`config.mk`:
```
export PLATFORM = sky130hd
export DESIGN_NAME = ask4_tx_source
export DESIGN_NICKNAME = d
export VERILOG_FILES = /design/src/rtl/ask4_tx_source.sv
export SDC_FILE = /design/constraint.sdc
export NUM_CORES = 1
export LEC_CHECK = 0
export ABC_AREA = 0
export CAP_MARGIN = 20
export CORE_UTILIZATION = 35
export DETAILED_ROUTE_END_ITERATION = 10
export PLACE_DENSITY = 0.66
export SYNTH_ARGS = -nofsm -noshare
export SYNTH_HDL_FRONTEND = slang
export SYNTH_SLANG_ARGS = --single-unit
```
`constraint.sdc`:
```
create_clock -name sys_clk -period 3.4 [get_ports sys_clk]
set_clock_uncertainty 0.1 [all_clocks]
set_input_delay 0.68 -clock sys_clk [delete_from_list [all_inputs] [get_ports sys_clk]]
set_output_delay 0.68 -clock sys_clk [all_outputs]
set_load 0.02 [all_outputs]
```
`src/rtl/ask4_tx_source.sv`:
```
// ask4_tx_source: sample/symbol strobe generator and pseudo-random
// Gray-mapped 4-ASK symbol source (1s17) with frame marker for the MER path.
module ask4_tx_source #(
    parameter int                 SAM_DIV    = 4,
    parameter int                 SPS        = 4,
    parameter logic [21:0]        LFSR_SEED  = 22'h3FFFFF,
    parameter logic signed [17:0] LVL_IN     = 18'sd32768,
    parameter logic signed [17:0] LVL_OUT    = 18'sd98304,
    parameter int                 ZERO_STUFF = 1,
    parameter int                 FRAME_LOG2 = 20
) (
    input  logic                sys_clk,
    input  logic                reset,
    input  logic                run,
    input  logic [2:0]          scale,
    output logic                sam_clk_en,
    output logic                sym_clk_en,
    output logic signed [17:0]  x_out,
    output logic [1:0]          sym_bits,
    output logic                frame_start,
    output logic [21:0]         lfsr_state
);

    localparam int DIV_W = (SAM_DIV > 1) ? $clog2(SAM_DIV) : 1;
    localparam int PH_W  = (SPS > 1) ? $clog2(SPS) : 1;
    localparam logic [DIV_W-1:0] DIV_LAST = DIV_W'(SAM_DIV - 1);
    localparam logic [PH_W-1:0]  PH_LAST  = PH_W'(SPS - 1);

    logic [DIV_W-1:0]        r_div_cnt;
    logic [PH_W-1:0]         r_phase;
    logic [FRAME_LOG2-1:0]   r_sym_cnt;
    logic [21:0]             r_lfsr;
    logic [1:0]              r_sym_bits;
    logic signed [17:0]      r_x_p1;

    logic                    w_sam;
    logic                    w_sym;
    logic signed [17:0]      w_lvl_p0;

    // Gray map: adjacent levels differ in one bit
    function automatic logic signed [17:0] f_map(input logic [1:0] b);
        case (b)
            2'b00:   return -LVL_OUT;
            2'b01:   return -LVL_IN;
            2'b11:   return LVL_IN;
            default: return LVL_OUT;
        endcase
    endfunction

    // Level attenuation; the largest level already fits, so no clipping
    function automatic logic signed [17:0] f_scale(input logic signed [17:0] v,
                                                   input logic [2:0] s);
        return v >>> s;
    endfunction

    // Strobes are decoded from registered counters only, so they cannot glitch
    assign w_sam    = run && (r_div_cnt == DIV_LAST);
    assign w_sym    = w_sam && (r_phase == PH_LAST);
    assign w_lvl_p0 = f_scale(f_map(r_lfsr[1:0]), scale);

    // sys_clk divider producing the sample strobe
    always_ff @(posedge sys_clk or posedge reset) begin
        if (reset) begin
            r_div_cnt <= '0;
        end else if (run) begin
            if (w_sam) r_div_cnt <= '0;
            else       r_div_cnt <= r_div_cnt + DIV_W'(1);
        end
    end

    // Sample phase within the symbol
    always_ff @(posedge sys_clk or posedge reset) begin
        if (reset) begin
            r_phase <= '0;
        end else if (w_sam) begin
            if (w_sym) r_phase <= '0;
            else       r_phase <= r_phase + PH_W'(1);
        end
    end

    // Symbol counter for frame marking; wraps naturally at 2^FRAME_LOG2
    always_ff @(posedge sys_clk or posedge reset) begin
        if (reset) begin
            r_sym_cnt <= '0;
        end else if (w_sym) begin
            r_sym_cnt <= r_sym_cnt + FRAME_LOG2'(1);
        end
    end

    // PRBS x^22+x^21+1, with recovery from the stuck all-zero state
    always_ff @(posedge sys_clk or posedge reset) begin
        if (reset) begin
            r_lfsr <= LFSR_SEED;
        end else if (w_sym) begin
            if (r_lfsr == '0) r_lfsr <= LFSR_SEED;
            else              r_lfsr <= {r_lfsr[20:0], r_lfsr[21] ^ r_lfsr[20]};
        end
    end

    // Symbol launch: capture raw bits and scaled level before the LFSR shifts
    always_ff @(posedge sys_clk or posedge reset) begin
        if (reset) begin
            r_sym_bits <= '0;
            r_x_p1     <= '0;
        end else if (w_sam) begin
            if (w_sym) begin
                r_sym_bits <= r_lfsr[1:0];
                r_x_p1     <= w_lvl_p0;
            end else if (ZERO_STUFF != 0) begin
                r_x_p1     <= '0;
            end
        end
    end

    assign sam_clk_en  = w_sam;
    assign sym_clk_en  = w_sym;
    assign frame_start = w_sym && (&r_sym_cnt);
    assign x_out       = r_x_p1;
    assign sym_bits    = r_sym_bits;
    assign lfsr_state  = r_lfsr;

endmodule

```
==> summary.txt, run 1 <==
CLOCK TREE
--------------------------------------------------------------------------------------
Number of CTS-inserted buffers                                                       9
Clock insertion delay at the later pin of the skew report                      0.33 ns
CTS tree                                                                         built
Clock transition at path regs                                                  0.07 ns
Clk root buf                                                                  clkbuf_8
Maximum buffer depth of the clock tree                                               2
H-Tree Level Count                                                                   3
Sinks on the clock net                                                              58

ROUTE
--------------------------------------------------------------------------------------
Drt total wl                                                                   5.42 mm
Drc violations                                                                       0
Remaining antenna violation count                                                    0
Detailed Route Iter0 Violations                                                    122
Routed wire per std cell                                                       12.8 µm
Iteration count of the initial detailed-routing pass                                 4
Via count                                                                         2041
Vias per cell                                                                     4.84

FLOORPLANNING
--------------------------------------------------------------------------------------
Total core area                                                            0.00737 mm²
Full die area                                                              0.00809 mm²
DIE WIDTH                                                                      89.9 µm
Row cnt                                                                             31
Initial core utilization                                                         36.7%
Height of the die                                                              89.9 µm
I/O pin count                                                                       51

STA
--------------------------------------------------------------------------------------
Worst hold-check slack                                                        0.371 ns
Worst-case headroom to the max-slew limit                                        63.1%
Min Tclk post-route                                                            3.03 ns
Crit share post-route                                                            89.0%
Final sum of negative setup slack                                                 0 ns
Total count of max-transition violations in the final report                         0
Final setup viols                                                                    0
Transition time at the pin with the least slew margin                         0.552 ns
Number of hold violations in the final report                                        0
RSZ-0062 raised after global routing                                             false
Maximum clock rate                                                             330 MHz

HOLD PATH
--------------------------------------------------------------------------------------
Hold Crit Class                                                           flip-flop to flip-flop
End point of the worst hold path                                          r_sym_cnt[19]
Worst Hold Depth                                                                     1
Startpoint of the most critical hold path                                 r_sym_cnt[19]

SYNTHESIS
--------------------------------------------------------------------------------------
Number of distinct standard cells referenced by the synthesized netlist             38
Yosys synthesis warning count                                                        0
Synth Instances                                                                    270
Post-synthesis sequential element count                                             58
Proportion of synthesized chip area in sequential cells                          54.6%
Mapped Area                                                                0.00271 mm²
Avg Synthesized Cell Area                                                     10.0 µm²

CRITICAL PATH
--------------------------------------------------------------------------------------
Crit-path cells                                                           clkdlybuf4s50_1, nand3_2, buf_4, inv_2, clkdlybuf4s50_1
Delay-heaviest family, CP                                                 buffers and inverters
Worst flop-to-flop path endpoint                                          lfsr_state[21]
Crit start category                                                          input pin
Arrival time of data at the critical path endpoint                             2.25 ns
Reg-to-reg slack, setup                                                        1.19 ns
Cell count of the worst reg-to-reg path                                              7
Required time at the endpoint of the critical path                             2.62 ns
Number of stages on the worst setup path                                             5
Origin of the critical flop-to-flop path                                    r_phase[0]
Bufs and invs on worst path                                                          4
Crit Path Class                                                           input pin to output port
Worst Path Max Fanout                                                               30
Slowest cell delay on critical path                                            0.59 ns
Cell with the biggest individual delay on the critical path               clkdlybuf4s50_1
Most used cell, CP                                                        clkdlybuf4s50_1
Crit. End Element                                                          output port

GLOBAL ROUTE
--------------------------------------------------------------------------------------
Initial antenna violation count                                                      0
Via count of the first global-routing pass                                        2037
Largest net degree at the start of global routing                                   34
Global route overflow                                                                0
Wire length of the first global-routing pass                                   9.52 mm
Global-route usage over all layers                                               14.7%

LAYOUT
--------------------------------------------------------------------------------------
Most frequent standard cell in the layout excluding fill and tap cells         nand2_1
Top library cells by usage in the layout, fill and taps aside             nand2_1, clkdlybuf4s50_1, dfrtp_1
Area added between synthesis and finish                                          25.7%
Fraction of final layout cells with drive strength greater than 1                16.7%
Antenna fix cells                                                                    0
Fraction of the core area covered by cells at the end of the flow                46.1%
Net count reported at finish                                                       330
# fillers                                                                          731

PWR
--------------------------------------------------------------------------------------
Clock power share                                                                27.0%
Net Switching                                                                   699 µW
Proportion of power drawn by combinational gates                                 29.8%
Cell internal power dissipation                                                1.45 mW
Switching share of power                                                         32.5%
IR drop worst, VDD                                                            0.231 mV
Power consumption                                                              2.15 mW
PwrDens                                                                     633 mW/mm²
Share of power burned in registers                                               43.2%
Static Leakage                                                                 1.55 nW

PLACE
--------------------------------------------------------------------------------------
Global placement routability congestion                                          0.764
Detailed-placement wirelength estimate                                         3.69 mm
Number of buffers inserted by port buffering                                        42

FLOW RUN
--------------------------------------------------------------------------------------
Max capacitance violation total                                                      0

RUN STATUS
--------------------------------------------------------------------------------------
Status                                                                    finished clean

[kinds of logic (layout without fill, tap and decap cells)]
| group | Yosys count | after routing | share of synthesized area (%) |
|---|---|---|---|
| compound gates | 22 | 22 | 5.83 |
| xor+xnor | 19 | 19 | 6.15 |
| fa+ha+maj | 6 | 6 | 2.77 |
| buf+inv | 26 | 72 | 5.64 |
| flops | 58 | 58 | 54.6 |
| mux | 3 | 3 | 1.20 |
| other cells | 1 | 8 | 0.139 |
| simple gates | 135 | 135 | 23.6 |
[sequential cells by signal (all words and copies together) (netlist names)]
signal / count
lfsr_state: 22
r_div_cnt: 2
r_phase: 2
r_sym_cnt: 20
sym_bits: 2
x_out: 10
[layer usage]
layer / global-route usage, % / share of wire [%] / vias to the layer above
li1: - / - / 994
met1: 18.9 / 47 / 999
met2: 23.3 / 48 / 38
met3: 4.06 / 3.7 / 10
met4: 6.18 / 1.8 / 0
met5: 0 / 0 / -
[worst max-delay path by stage]
stage | start | to | slack [ns]
floorplan | run | frame_start | 0.96
finish | run | sym_clk_en | 0.37
CTS | run | frame_start | 0.11
global placement | run | frame_start | 0.11
detailed placement | run | frame_start | 0.11
global route | run | sym_clk_en | 0.30
[stage by stage]
stage	worst slack [ns]	area (µm²)	cells
2_1_floorplan	0.956	2730	277
3_3_place_gp	0.112	3220	406
3_5_place_dp	0.113	3220	406
4_1_cts	0.108	3400	422
5_1_grt	0.296	3400	422
6_report	0.373	3400	422
[cell type report]
cell class	count	area [µm²]	share of cell area, %
inverters	7	26.3	0.773
well taps	99	124	3.64
clock buffers	14	173	5.08
flip-flops and latches	58	1480	43.5
repair buffers	49	488	14.3
clock inverters	2	10.0	0.294
multi-input cells	193	1100	32.4
[power groups by stage]
stage	logic, mW	registers, mW	clock network, mW
3_3_place_gp	0.637	0.939	0
6_report	0.641	0.930	0.582
3_5_place_dp	0.648	0.941	0
4_1_cts	0.651	0.931	0.594
5_1_grt	0.706	0.947	0.626
2_1_floorplan	0.299	1.02	0
[cells in the mapped netlist, drive strengths merged]
master	number	area share [%]
a21o	1	0.28
o211ai	4	1.5
conb	1	0.14
buf	13	3.8
nand4	6	1.6
nand2b	4	0.92
a21oi	4	0.74
dfstp	22	21
nor2	12	1.7
nor4	4	1.5
inv	7	0.97
nor3	6	1.3
a31oi	2	0.46
a32o	3	1.1
clkbuf	6	0.83
o21ai	6	1.1
xor2	5	1.6
mux2i	1	0.37
o41ai	1	0.32
nand3	29	5.5
xnor2	14	4.5
dfrtp	36	33
nand2	68	9.4
mux2	2	0.83
or4	2	0.55
and3	1	0.23
and4	2	0.65
ha	6	2.8
a22o	1	0.32
or2	1	0.23
[what timing repair did]
action | in CTS | in global routing
hold buffers | 0 | 0
buffers inserted | 0 | 0
gates resized for setup | 0 | 1
endpoints found under the setup margin | 0 | 1
No activity file was read; power rests on OpenSTA's default activity.
==> run 2: changes to the inputs <==
--- a/config.mk
+++ b/config.mk
@@ -10,6 +10,7 @@
 export CORE_UTILIZATION = 35
 export DETAILED_ROUTE_END_ITERATION = 10
 export PLACE_DENSITY = 0.66
+export SLEW_MARGIN = 10
 export SYNTH_ARGS = -nofsm -noshare
 export SYNTH_HDL_FRONTEND = slang
 export SYNTH_SLANG_ARGS = --single-unit
==> results of run 2 <==
Final layout, timing and power as in run 1 (identical DEF).
==> run 3: changes to the inputs <==
--- a/config.mk
+++ b/config.mk
@@ -7,9 +7,11 @@
 export LEC_CHECK = 0
 export ABC_AREA = 0
 export CAP_MARGIN = 20
+export CELL_PAD_IN_SITES_DETAIL_PLACEMENT = 1
+export CELL_PAD_IN_SITES_GLOBAL_PLACEMENT = 2
 export CORE_UTILIZATION = 35
 export DETAILED_ROUTE_END_ITERATION = 10
-export PLACE_DENSITY = 0.66
+export PLACE_DENSITY = 0.94
 export SLEW_MARGIN = 10
 export SYNTH_ARGS = -nofsm -noshare
 export SYNTH_HDL_FRONTEND = slang
==> run 3 against run 2 <==
Compared with the run above: non-clock buffer count is 1 higher; critical path depth is 1 higher; count of clock-buffer cells in the layout stayed put; total power is 1.5% higher; routed wire length is 12% higher; highest routed layer unchanged; fmax is 7.0% lower; critical endpoint is now frame_start; die area stayed put.
==> summary.txt, run 3 (same netlist as run 1, synthesis figures left out) <==
CRITICAL PATH
-------------------------------------------------------------------------------------
Crit. End Element                                                         output port
Crit Path Class                                                          input pin to output port
Origin of the critical flop-to-flop path                                   r_phase[0]
Worst flop-to-flop path endpoint                                         lfsr_state[5]
Reg-to-reg slack, setup                                                       1.15 ns   -0.04 ns
Required time at the endpoint of the critical path                            2.62 ns   about the same
Crit start category                                                         input pin
Worst Path Max Fanout                                                               2   -93%
Arrival time of data at the critical path endpoint                            2.48 ns   +0.23 ns
Cell count of the worst reg-to-reg path                                             7   unchanged

ROUTE
-------------------------------------------------------------------------------------
Drc violations                                                                      0   unchanged
Routed wire per std cell                                                      14.3 µm   +12%
Vias per cell                                                                    4.93   +2.0%
Drt total wl                                                                  6.07 mm   +12%
Remaining antenna violation count                                                   0   unchanged
Iteration count of the initial detailed-routing pass                                4   unchanged
Via count                                                                        2086   +2.2%
Detailed Route Iter0 Violations                                                    92   -25%

STA
-------------------------------------------------------------------------------------
RSZ-0062 raised after global routing                                            false
Final setup viols                                                                   0   unchanged
Maximum clock rate                                                            307 MHz   -7.0%
Total count of max-transition violations in the final report                        0   unchanged
Min Tclk post-route                                                           3.26 ns   +0.229 ns
Worst-case headroom to the max-slew limit                                       65.8%   +2.7 points
Transition time at the pin with the least slew margin                        0.512 ns   -0.0409 ns
Final sum of negative setup slack                                                0 ns   unchanged
Crit share post-route                                                           95.7%   +6.7 points
Number of hold violations in the final report                                       0   unchanged

GLOBAL ROUTE
-------------------------------------------------------------------------------------
Global-route usage over all layers                                              16.4%   +1.8 points
Grt met2 use                                                                    26.2%   +2.9 points
Met3 track utilization from global routing                                      7.11%   +3.0 points
GRT busiest layer                                                                met2
Global route overflow                                                               0   unchanged
Wire length of the first global-routing pass                                  10.5 mm   +11%
Largest net degree at the start of global routing                                  34   unchanged
Via count of the first global-routing pass                                       2154   +5.7%
Grt met1 use                                                                    20.4%   +1.5 points
Initial antenna violation count                                                     0   unchanged

CLOCK TREE
-------------------------------------------------------------------------------------
Sinks on the clock net                                                             58   unchanged
Maximum buffer depth of the clock tree                                              2   unchanged
CTS tree                                                                        built
Clk root buf                                                                 clkbuf_8
Number of CTS-inserted buffers                                                      9   unchanged
H-Tree Level Count                                                                  3   unchanged
Setup fix buffers added after clock tree synthesis                                  0   unchanged
Post-CTS resize count                                                               0   unchanged
Count of hold buffers inserted by post-cts repair                                   0   unchanged
Clock transition at path regs                                                 0.06 ns   about the same
Clock insertion delay at the later pin of the skew report                     0.34 ns   about the same

FLOORPLANNING
-------------------------------------------------------------------------------------
I/O pin count                                                                      51   unchanged
Full die area                                                             0.00809 mm²   unchanged
Total core area                                                           0.00737 mm²   unchanged
Row cnt                                                                            31   unchanged
Height of the die                                                             89.9 µm   unchanged
DIE WIDTH                                                                     89.9 µm   unchanged
Initial core utilization                                                        36.7%   unchanged

LAYOUT
-------------------------------------------------------------------------------------
Final cell count without fillers                                                  423   +0.24%
Area added between synthesis and finish                                         25.8%
Most frequent standard cell in the layout excluding fill and tap cells        nand2_1
Antenna fix cells                                                                   0   unchanged
Net count reported at finish                                                      331   +0.30%
# fillers                                                                         835   +14%
Top library cells by usage in the layout, fill and taps aside            nand2_1, clkdlybuf4s50_1, dfrtp_1
Total area of multi-input combinational cells                             0.00110 mm²   unchanged
Register area                                                             0.00148 mm²   unchanged
Flip-flop count of the largest register after layout                               22   unchanged
Fraction of final layout cells with drive strength greater than 1               17.0%   +0.26 points

PLACE
-------------------------------------------------------------------------------------
Number of buffers inserted by port buffering                                       42   unchanged
Detailed-placement wirelength estimate                                        4.17 mm   +13%
Dpl cells                                                                         407   +0.25%
Global placement routability congestion                                         0.700   -8.4%

FLOW RUN
-------------------------------------------------------------------------------------
Max capacitance violation total                                                     0   unchanged

HOLD PATH
-------------------------------------------------------------------------------------
End point of the worst hold path                                          sym_bits[1]
Worst Hold Depth                                                                    2   +1
Hold Crit Class                                                          flip-flop to flip-flop
Startpoint of the most critical hold path                                 sym_bits[1]

RUN STATUS
-------------------------------------------------------------------------------------
Status                                                                   finished clean

PWR
-------------------------------------------------------------------------------------
PwrDens                                                                    641 mW/mm²   +1.3%
IR drop worst, VDD                                                           0.251 mV   +8.4%
Static Leakage                                                                1.53 nW   -0.87%

run 3: where the power goes:
group,internal (mW),switching (mW),total (mW)
combinational,0.295,0.352,0.647
sequential,0.835,0.0905,0.926
clock,0.347,0.264,0.611
run 3: critical path, cell delays in order:
cell,delay [ns]
clkdlybuf4s50_1,0.51
nand3_2,0.12
nor4_4,0.32
nand2_1,0.13
nor2_1,0.11
clkdlybuf4s50_1,0.60
run 3: area by class of cell:
class | count | share of cell area [%]
clock buffer | 14 | 5.40
clock inverter | 2 | 0.294
inverter | 7 | 0.772
multi-input combinational | 193 | 32.3
sequential | 58 | 43.4
tap | 99 | 3.64
timing repair buffer | 50 | 14.1
run 3: per-stage QoR:
step	setup slack [ns]	instance area (µm²)	power [mW]	utilization [%]	hold WS, ns
after floorplan	0.956	2730	1.32	-	0.338
after global placement	0.167	3210	1.58	43.6	0.357
after detailed placement	0.119	3210	1.59	43.6	0.361
after CTS	0.113	3400	2.23	46.2	0.378
after global routing	0.0492	3400	2.33	46.2	0.391
final	0.145	3400	2.18	46.2	0.374
run 3: routing by layer:
metal | part of all wire [%] | vias up | wire (µm)
li1 | - | 1001 | -
met1 | 46 | 1040 | 2790
met2 | 48 | 39 | 2890
met3 | 5.4 | 6 | 327
met4 | 1.0 | 0 | 61
met5 | 0 | - | 0
run 3: worst max path at each step:
stage	start	end
final	run	frame_start
after detailed placement	run	frame_start
after global routing	run	frame_start
after global placement	run	frame_start
after CTS	run	frame_start
after floorplan	run	frame_start
==> RTL change (config.mk and constraints of run 3) <==
Register the output `lfsr_state` once more, with the module's reset; this adds one clock of latency there. The other outputs are not delayed to match.
--- a/src/rtl/ask4_tx_source.sv
+++ b/src/rtl/ask4_tx_source.sv
@@ -117,7 +117,13 @@
     assign frame_start = w_sym && (&r_sym_cnt);
     assign x_out       = r_x_p1;
     assign sym_bits    = r_sym_bits;
-    assign lfsr_state  = r_lfsr;
+    always_ff @(posedge sys_clk or posedge reset) begin
+        if (reset) begin
+            lfsr_state <= '0;
+        end else begin
+            lfsr_state <= r_lfsr;
+        end
+    end
 
 endmodule
 
Function: changed (a bounded check fails within 4 cycles, from zero or initial values and one cycle with reset high).
==> RTL change against run 3 <==
Utilization fell by 0.79 points; die area grew 17%; total power grew 65%; wire length rose by 3.0%; area after synthesis increased by 17%; setup slack better by 72 ps; final area rose by 17%; clock power is 37% higher; combinational power rose by 76%; sequential cell count grew 22; via count down 3.7%; largest power group unchanged.
==> RTL change: results (changes against run 3) <==
Parameter                              Value

Outcome
  Run status ... finished clean

Critical path
  R2R setup slack ... 1290 ps (+140 ps)
  Data arrival at the endpoint of the critical path ... 2400 ps (-80 ps)
  Delay of the slowest critical-path stage ... 530 ps (-70 ps)
  Crit-path max FO ... 2 (unchanged)
  Worst setup path startpoint ... run
  Depth of the worst register-to-register path ... 6 (-1)
  Destination of the worst register-to-register timing path ... r_lfsr[7]

Logic synthesis
  Post-synthesis sequential area ratio ... 63.9% (+9.2 points)
  Number of instances in the synthesized netlist ... 244 (-9.6%)
  Number of warnings reported in the yosys synthesis log ... 0 (unchanged)
  Fraction of registers with async set or reset after synthesis ... 100% (unchanged)
  Count of unique library cells instantiated by Yosys ... 34 (-11%)
  Leading cell types by total area after synthesis ... sky130_fd_sc_hd__dfrtp_1, sky130_fd_sc_hd__dfstp_2, sky130_fd_sc_hd__o22a_1
  Top cells by count, synth ... sky130_fd_sc_hd__dfrtp_1, sky130_fd_sc_hd__dfstp_2, sky130_fd_sc_hd__o22a_1

Clocking
  Clock edge transition at the registers on the reported setup and hold paths ... 80 ps (+20 ps)
  CTS buffer count ... 9 (unchanged)
  Largest buffer count on any clock path ... 2 (unchanged)
  Post-CTS setup buffers ... 0 (unchanged)
  Clock insertion delay at the later pin of the skew report ... 330 ps

Pwr
  VDD IR max ... 0.341 mV (+36%)
  Net switching fraction of the power ... 31.6% (-0.78 points)
  Leakage power ... 1.73 nW (+13%)

Finish
  # diodes ... 0 (unchanged)
  Share of layout cells above drive strength 1 ... 20.0% (+3.0 points)
  FILL cells ... 914 (+9.5%)
  Final Net Count ... 307 (-7.3%)
  Registers with the most flip-flops ... lfsr_state x22, r_lfsr x22, r_sym_cnt x20
  Non-filler instance count after layout ... 408 (-3.5%)

Global route
  Pin count of the biggest net entering global routing ... 56 (+65%)
  Wire length of the first global-routing pass ... 11,100 um (+5.0%)
  Antenna violations before repair ... 0 (unchanged)
  Global-route usage over all layers ... 14.6% (-1.8 points)
  Vias in the first global route ... 2,155 (+0.046%)

STA
  Transition time at the pin with the least slew margin ... 563 ps (+51.5 ps)
  Post-route worst hold slack ... 311 ps (-63.1 ps)

Placement
  Cell Area, Placed ... 0.00373 sq mm (+16%)
  Placed Cells incl. Taps ... 392 (-3.7%)
  DP HPWL ... 4370 um (+4.9%)
  Pre-CTS setup slack ... -137 ps (-255 ps)
  Routability cong. ... 0.722 (+3.1%)
  Number of buffers inserted by port buffering ... 42 (unchanged)

Worst hold path
  Number of cells on the worst hold path ... 0 (-2)
  Hold_sp ... r_lfsr[21]
  End point of the worst hold path ... lfsr_state[21]

Detailed routing
  First-pass iteration count of the detailed router ... 4 (unchanged)
  Total via count in the routed design ... 2,009 (-3.7%)
  Number of DRC markers after the initial detailed-route iteration ... 42 (-54%)
  DR WL/cell ... 15.3 um (+6.8%)
## RTL change: worst max-delay path: cells and delay by family
family,cells,cell delay (ps)
buffers and inverters,2,850
and+or+nand+nor,4,880
## RTL change: cell type report
type,count,share of cell area (%)
clock buffer,10,3.21
timing repair buffer,50,12.4
clock inverter,6,2.89
tap,108,3.40
multi-input combinational,145,26.3
inverter,9,0.849
sequential,80,51.0
## RTL change: logic make-up after synthesis
kind of cell | Yosys count | share of synthesized area [%]
buf+inv | 26 | 4.21
compound gates | 44 | 10.6
flops | 80 | 63.9
simple gates | 61 | 11.2
other cells | 1 | 0.118
fa+ha+maj | 6 | 2.36
mux | 7 | 2.44
xor+xnor | 19 | 5.24
## RTL change: what timing repair did
| action | CTS | global route |
|---|---|---|
| resized for setup | 2 | 0 |
| endpoints found under the setup margin | 1 | 0 |
| hold buffers | 0 | 0 |
## RTL change: how the worst max path moves through the flow
stage	endpoint	slack, ps	cells past startpoint
3_3_place_gp	frame_start	-100	6
6_report	frame_start	220	6
3_5_place_dp	frame_start	-140	6
4_1_cts	frame_start	210	6
2_1_floorplan	lfsr_state[0]	600	1
5_1_grt	frame_start	150	6
## RTL change: metal layers
metal  vias up  global-route usage [%]  wire length [um]
met5         -                       0                 0
met1      1018                    20.1              2940
met4         0                    6.11                76
met3         5                    2.59               163
met2        39                    23.0              3070
li1        947                       -                 -
## RTL change: metrics by stage
step	setup TNS [ps]	util (%)
2_1_floorplan	0	-
5_1_grt	0	45.4
6_report	0	45.4
3_5_place_dp	-137	42.6
4_1_cts	0	45.4
3_3_place_gp	-102	42.6
## RTL change: power by group through the flow
stage	sequential (mW)	combinational, mW	clock, mW
2_1_floorplan	1.79	0.459	0
3_3_place_gp	1.62	1.11	0
3_5_place_dp	1.64	1.14	0
4_1_cts	1.63	1.15	0.862
5_1_grt	1.68	1.23	0.901
6_report	1.62	1.14	0.837
